## src/rtl/mem_arbiter_pkg.sv

```systemverilog
// Shared definitions for the two-port memory arbiter: port identifiers and default widths.
package mem_arbiter_pkg;

  localparam int DEF_ADDR_W = 30;
  localparam int DEF_DATA_W = 32;

  typedef enum logic {
    PORT_IF = 1'b0,
    PORT_D  = 1'b1
  } port_e;

endpackage

```

## src/rtl/mem_arbiter_pick.sv

```systemverilog
// Grant selection for the fetch and data ports. With MEM_ARBITER_RR_EN defined, conflicts
// alternate between the ports; otherwise the data port has fixed priority.
module mem_arbiter_pick
  import mem_arbiter_pkg::*;
(
  input  logic  i_if_req,
  input  logic  i_d_req,
  input  logic  i_mem_ready,
  input  port_e i_last,
  output logic  o_if_gnt,
  output logic  o_d_gnt,
  output port_e o_next_last
);

  always_comb begin
    // NOTE: defaults first so every path assigns every output and no latch is inferred.
    o_if_gnt = 1'b0;
    o_d_gnt  = 1'b0;
    if (i_mem_ready) begin
      if (i_if_req && i_d_req) begin
`ifdef MEM_ARBITER_RR_EN
        o_d_gnt  = (i_last == PORT_IF);
        o_if_gnt = (i_last == PORT_D);
`else
        o_d_gnt  = 1'b1;
`endif
      end else begin
        o_if_gnt = i_if_req;
        o_d_gnt  = i_d_req;
      end
    end
  end

  // The last-granted port only moves when something is actually granted.
  always_comb begin
    o_next_last = i_last;
    if (o_d_gnt)       o_next_last = PORT_D;
    else if (o_if_gnt) o_next_last = PORT_IF;
  end

endmodule

```

## src/rtl/mem_arbiter.sv

```systemverilog
// Two-port (instruction fetch / data) arbiter onto one single-cycle-latency memory port.
// Optional MEM_ARBITER_RR_EN selects round-robin conflict resolution instead of data priority.
module mem_arbiter
  import mem_arbiter_pkg::*;
#(
  parameter int ADDR_W = DEF_ADDR_W,
  parameter int DATA_W = DEF_DATA_W
) (
  input  logic                i_clk,
  input  logic                i_rst,

  input  logic                i_if_req,
  input  logic [ADDR_W-1:0]   i_if_addr,
  output logic                o_if_gnt,
  output logic                o_if_rvalid,
  output logic [DATA_W-1:0]   o_if_rdata,

  input  logic                i_d_req,
  input  logic                i_d_is_store,
  input  logic [ADDR_W-1:0]   i_d_addr,
  input  logic [DATA_W-1:0]   i_d_store_data,
  input  logic [DATA_W/8-1:0] i_d_store_mask,
  output logic                o_d_gnt,
  output logic                o_d_rvalid,
  output logic [DATA_W-1:0]   o_d_rdata,

  output logic                o_mem_req,
  output logic                o_mem_is_store,
  output logic [ADDR_W-1:0]   o_mem_addr,
  output logic [DATA_W-1:0]   o_mem_store_data,
  output logic [DATA_W/8-1:0] o_mem_store_mask,
  input  logic                i_mem_ready,
  input  logic [DATA_W-1:0]   i_mem_load_data
);

  logic  r_resp_valid;
  port_e r_resp_owner;
  port_e r_last;

  logic  w_ready;
  logic  w_if_gnt;
  logic  w_d_gnt;
  logic  w_read_gnt;
  port_e w_next_last;

  // Holding off ready during reset keeps grants and the memory request low without extra gating.
  assign w_ready = i_mem_ready & ~i_rst;

  mem_arbiter_pick u_pick (
    .i_if_req    (i_if_req),
    .i_d_req     (i_d_req),
    .i_mem_ready (w_ready),
    .i_last      (r_last),
    .o_if_gnt    (w_if_gnt),
    .o_d_gnt     (w_d_gnt),
    .o_next_last (w_next_last)
  );

  assign o_if_gnt         = w_if_gnt;
  assign o_d_gnt          = w_d_gnt;
  assign o_mem_req        = w_if_gnt | w_d_gnt;
  assign o_mem_is_store   = w_d_gnt & i_d_is_store;
  assign o_mem_addr       = w_d_gnt ? i_d_addr : i_if_addr;
  assign o_mem_store_data = w_d_gnt ? i_d_store_data : '0;
  assign o_mem_store_mask = w_d_gnt ? i_d_store_mask : '0;

  assign w_read_gnt = w_if_gnt | (w_d_gnt & ~i_d_is_store);

  always_ff @(posedge i_clk) begin
    // NOTE: non-blocking assignments so every register samples pre-edge values.
    if (i_rst) begin
      r_resp_valid <= 1'b0;
      r_resp_owner <= PORT_IF;
      r_last       <= PORT_IF;
    end else begin
      r_resp_valid <= w_read_gnt;
      if (w_read_gnt) r_resp_owner <= w_d_gnt ? PORT_D : PORT_IF;
      r_last       <= w_next_last;
    end
  end

  // A response still in flight when reset rises is suppressed in that same cycle.
  assign o_if_rvalid = r_resp_valid & ~i_rst & (r_resp_owner == PORT_IF);
  assign o_d_rvalid  = r_resp_valid & ~i_rst & (r_resp_owner == PORT_D);
  assign o_if_rdata  = i_mem_load_data;
  assign o_d_rdata   = i_mem_load_data;

endmodule

```

## config.mk

```make
export PLATFORM = sky130hd
export DESIGN_NAME = mem_arbiter
export DESIGN_NICKNAME = d
export VERILOG_FILES = /design/src/rtl/mem_arbiter_pkg.sv /design/src/rtl/mem_arbiter_pick.sv /design/src/rtl/mem_arbiter.sv
export SDC_FILE = /design/constraint.sdc
export NUM_CORES = 1
export LEC_CHECK = 0
export ABC_AREA = 1
export CORE_AREA = 2 2 106 108
export DETAILED_ROUTE_END_ITERATION = 12
export DIE_AREA = 0 0 108 110
export PLACE_DENSITY_LB_ADDON = 0.3
export SYNTH_ARGS = -nofsm -noshare
export SYNTH_HDL_FRONTEND = slang
export SYNTH_SLANG_ARGS = --single-unit
```

## constraint.sdc

```tcl
create_clock -name i_clk -period 1.55 [get_ports i_clk]
set_clock_uncertainty 0.2 [all_clocks]
set_input_delay 0.3875 -clock i_clk [delete_from_list [all_inputs] [get_ports i_clk]]
set_output_delay 0.3875 -clock i_clk [all_outputs]
set_load 0.005 [all_outputs]
```

==> metrics.md <==
| Metric | Value |
|---|---|
| CTS tree | yes |
| Worst Path Max Fanout | 5 |
| Vias per inst | 3.57 |
| Clock sinks | 2 |
| Post-CTS Hold Buffers | 0 |
| Combinational Power Share | 75.3% |
| Failing checks | setup timing |
| GPL Wtd Cong | between 0.6 and 0.7 |
| Area growth syn-to-layout | 170% |
| Synth Cell Area | 0.00132 sq mm |
| WP buf/inv | 7 |
| CP max stage delay | 0.14 ns |
| Drt total wl | 7030 um |
| Total placed instance area | between 0.002 and 0.003 sq mm |
| Worst setup margin | -0.428 ns |
| Total power | 0.00104 W |
| Worst-path cell chain | buf_8, nand3_4, buf_6, clkinv_8, buf_12, buf_16, buf_4, nand2_2, nand2_1, buf_2 |
| Internal power | between 0.0007 and 0.0008 W |
| Stages on worst setup path | 10 |
| Number of buffers added on ports | approximately 170 |
| Slew margin rel. | 90.4% |
| Largest net degree at the start of global routing | 9 |
| First-pass GRT wire length | approximately 10,000 um |
| Synth cell types | 14 |
| Final period utilization | 128% |
| Core Rows | 38 |
| DRC | 0 |
| Status | finished, violations left |
| Max-Cap Viols | 0 |
| Height of the chip | 110 um |
| Commonest cells after routing, fill and taps aside | clkdlybuf4s50_1, buf_2, nand2_1, inv_1, nand2_2 |
| CORE AREA | roughly 0.011 sq mm |
| Post-Syn Nets | 391 |
| DRT iter0 DRCs | 26 |
| Num ports | 270 |
| Critical path launch point type | primary input |
| Crit-path leading delay family | buffers and inverters |
| Worst Setup SP | i_d_req |
| Commonest non-fill, non-tap cell in the layout | clkdlybuf4s50_1 |
| Post-synthesis compound-gate area fraction | less than 1% |
| Initial core utilization | roughly an eighth |
| Count of pins over their slew limit | 0 |
| Final setup vio count | 70 |
| Main combinational cell family by area after synthesis | buffers and inverters |
| Post-synthesis mux area share | 0% |
| Critical path type | in2out |
| Ranking of synthesized cells by area | buf_4, nand2_1, inv_1, nor2_1, nor2_2 |
| Post-synth top area cell | buf_4 |
| Number of global-route vias before repair | 2,070 |
| LEAKAGE | 1.84 nW |
| Simple-gate area share of the yosys netlist | 41.3% |
| Via count | 1,965 |
| Power Density | roughly 290 mW/mm^2 |
| # H-tree levels | 1 |
| Gate count of the mapped netlist | between 200 and 300 |
| Remaining Overflow, GRT | 0 |
| Number of fill cells | about 1,200 |
| Clock Tree Buf Depth | 2 |
| Seq/Total Area, Yosys | ~3.0% |
| Final instance area | about 0.0036 sq mm |
| Die area | 0.0119 sq mm |
| DR WL/cell | about 13 um |
| N_diodes | 0 |
| RSZ-0062 raised after global routing | true |
| Clk_lat worst skew | 0.21 ns |
| Reg area | around 40 sq um |
| Syn_area_per_cell | between 5 and 6 sq um |
| CTS buffer count | 3 |
| Capturing point of the worst reg2reg path | r_resp_owner$_SDFFE_PP0P_ |
| Total placed cells including tap cells | about 500 |
| Crit path to | o_mem_addr[17] |
| Final hold vios | 0 |
| Dpl hpwl | 4390 um |
| Reg2Reg Launch Point | r_resp_owner$_SDFFE_PP0P_ |
| Worst vdd ir | 0.237 mV |
| DIE WIDTH | 108 um |
| Synth top area share | 38.1% |
| Setup crit end kind | primary output |
| Multi-input gate area | 908 sq um |
| Part of the power in registers | around 5.3% |
| CTS root buffer | clkbuf_8 |
| Hold Crit Class | in2reg |
| Share of cells above drive strength 1 | 52.6% |
| Crit path DAT | 1.39 ns |
| Initial antenna violation count | 0 |
| Final non-filler cell total | 551 |
| Sw Share | 31.1% |
| TritonRoute pass-1 iters | 4 |
| Path depth of the worst reg2reg path | 3 |
| Worst slew pin tran | around 0.14 ns |
| Achievable Freq | approximately 0.51 GHz |
| Req. time, crit path | 0.96 ns |
| Register bit count reported by yosys | 2 |
| Adder-cell share of the synthesized area | 0% |
| Clock power share | 19.5% |
| Net Sw Power | 0.000323 W |
| Synth Area in XOR/XNOR | 0% |
| Detail Route Antenna Nets | 0 |
| Reg clk slew, reported paths | about 0.030 ns |
| Slowest CP cell | buf_6 |
| Global-route usage over all layers | 10.9% |
| Tmin final | 1.98 ns |
| Synth warn | 0 |
| Fin nets | 547 |
| Reg2reg setup slack | 0.64 ns |
==> Yosys cell counts, drive strengths merged <==
library cell  instances
nand2                93
buf                  74
inv                  44
nor2                 37
dfxtp                 2
nand4                 2
nor3                  2
a21oi                 1
nand3                 1
o21bai                1
==> power groups by stage <==
| stage | Clock [W] | Sequential [W] | Combinational, W |
|---|---|---|---|
| after floorplan | 0 | 0.0000552 | 0.000278 |
| after global placement | 0 | 0.0000553 | 0.000611 |
| after detailed placement | 0 | 0.0000554 | 0.000613 |
| after CTS | 0.000210 | 0.0000547 | 0.000774 |
| after global routing | 0.000219 | 0.0000550 | 0.000840 |
| final | 0.000202 | 0.0000547 | 0.000781 |
==> per-stage QoR <==
stage          setup slack [ns]  utilization (%)  TNS (ns)  hold WS (ns)
3_3_place_gp              -1.05             26.0    -69.23         0.359
6_report                 -0.428             33.3    -22.51         0.364
4_1_cts                  -0.520             32.7    -27.95         0.365
3_5_place_dp              -1.07             26.0    -70.63         0.370
5_1_grt                  -0.470             33.3    -25.20         0.371
2_1_floorplan            0.0408                -         0         0.248
==> registers in the layout (all words and copies together), names as in the netlist <==
name	flops
r_resp_owner	1
r_resp_valid	1
==> cell families after synthesis <==
kind of cell,count (synthesis)
AND/OR/NAND/NOR,135
buffers and inverters,118
AO/OA/AOI/OAI,2
flip-flops,2
==> worst min-delay path, cell delays in order <==
cell and delay [ns]:
buf_8 0.08, buf_4 0.11, o21bai_1 0.10, a21oi_1 0.04
==> how the worst min path moves through the flow <==
stage / to / depth (start not counted) / slack [ns] / from
2_1_floorplan: r_resp_owner$_SDFFE_PP0P_ / 2 / 0.25 / r_resp_owner$_SDFFE_PP0P_
3_3_place_gp: r_resp_owner$_SDFFE_PP0P_ / 3 / 0.36 / r_resp_owner$_SDFFE_PP0P_
3_5_place_dp: r_resp_owner$_SDFFE_PP0P_ / 3 / 0.37 / r_resp_owner$_SDFFE_PP0P_
4_1_cts: r_resp_owner$_SDFFE_PP0P_ / 4 / 0.36 / i_rst
5_1_grt: r_resp_owner$_SDFFE_PP0P_ / 4 / 0.37 / i_rst
6_report: r_resp_owner$_SDFFE_PP0P_ / 4 / 0.36 / i_rst
==> cell type report <==
cell class / count / area share, %
Inverter: 44 / 5.12
Sequential cell: 2 / 1.12
Clock buffer: 3 / 1.16
Multi-Input combinational cell: 137 / 25.5
Tap cell: 140 / 4.91
Timing Repair Buffer: 225 / 62.2
==> layer usage <==
layer	vias to the layer above	wire length (um)	track usage, %
met5	-	0	0
li1	980	-	-
met4	0	116	2.75
met1	866	2530	11.8
met3	16	572	2.59
met2	103	3810	21.0
==> timing repair <==
item                                    CTS  global route
gates cloned                             11             0
endpoints found under the setup margin   72            70
setup buffers                            40             2
resized for setup                       413            63
pin swaps                                21            19
Note: power is estimated with default switching activity, not from simulation.
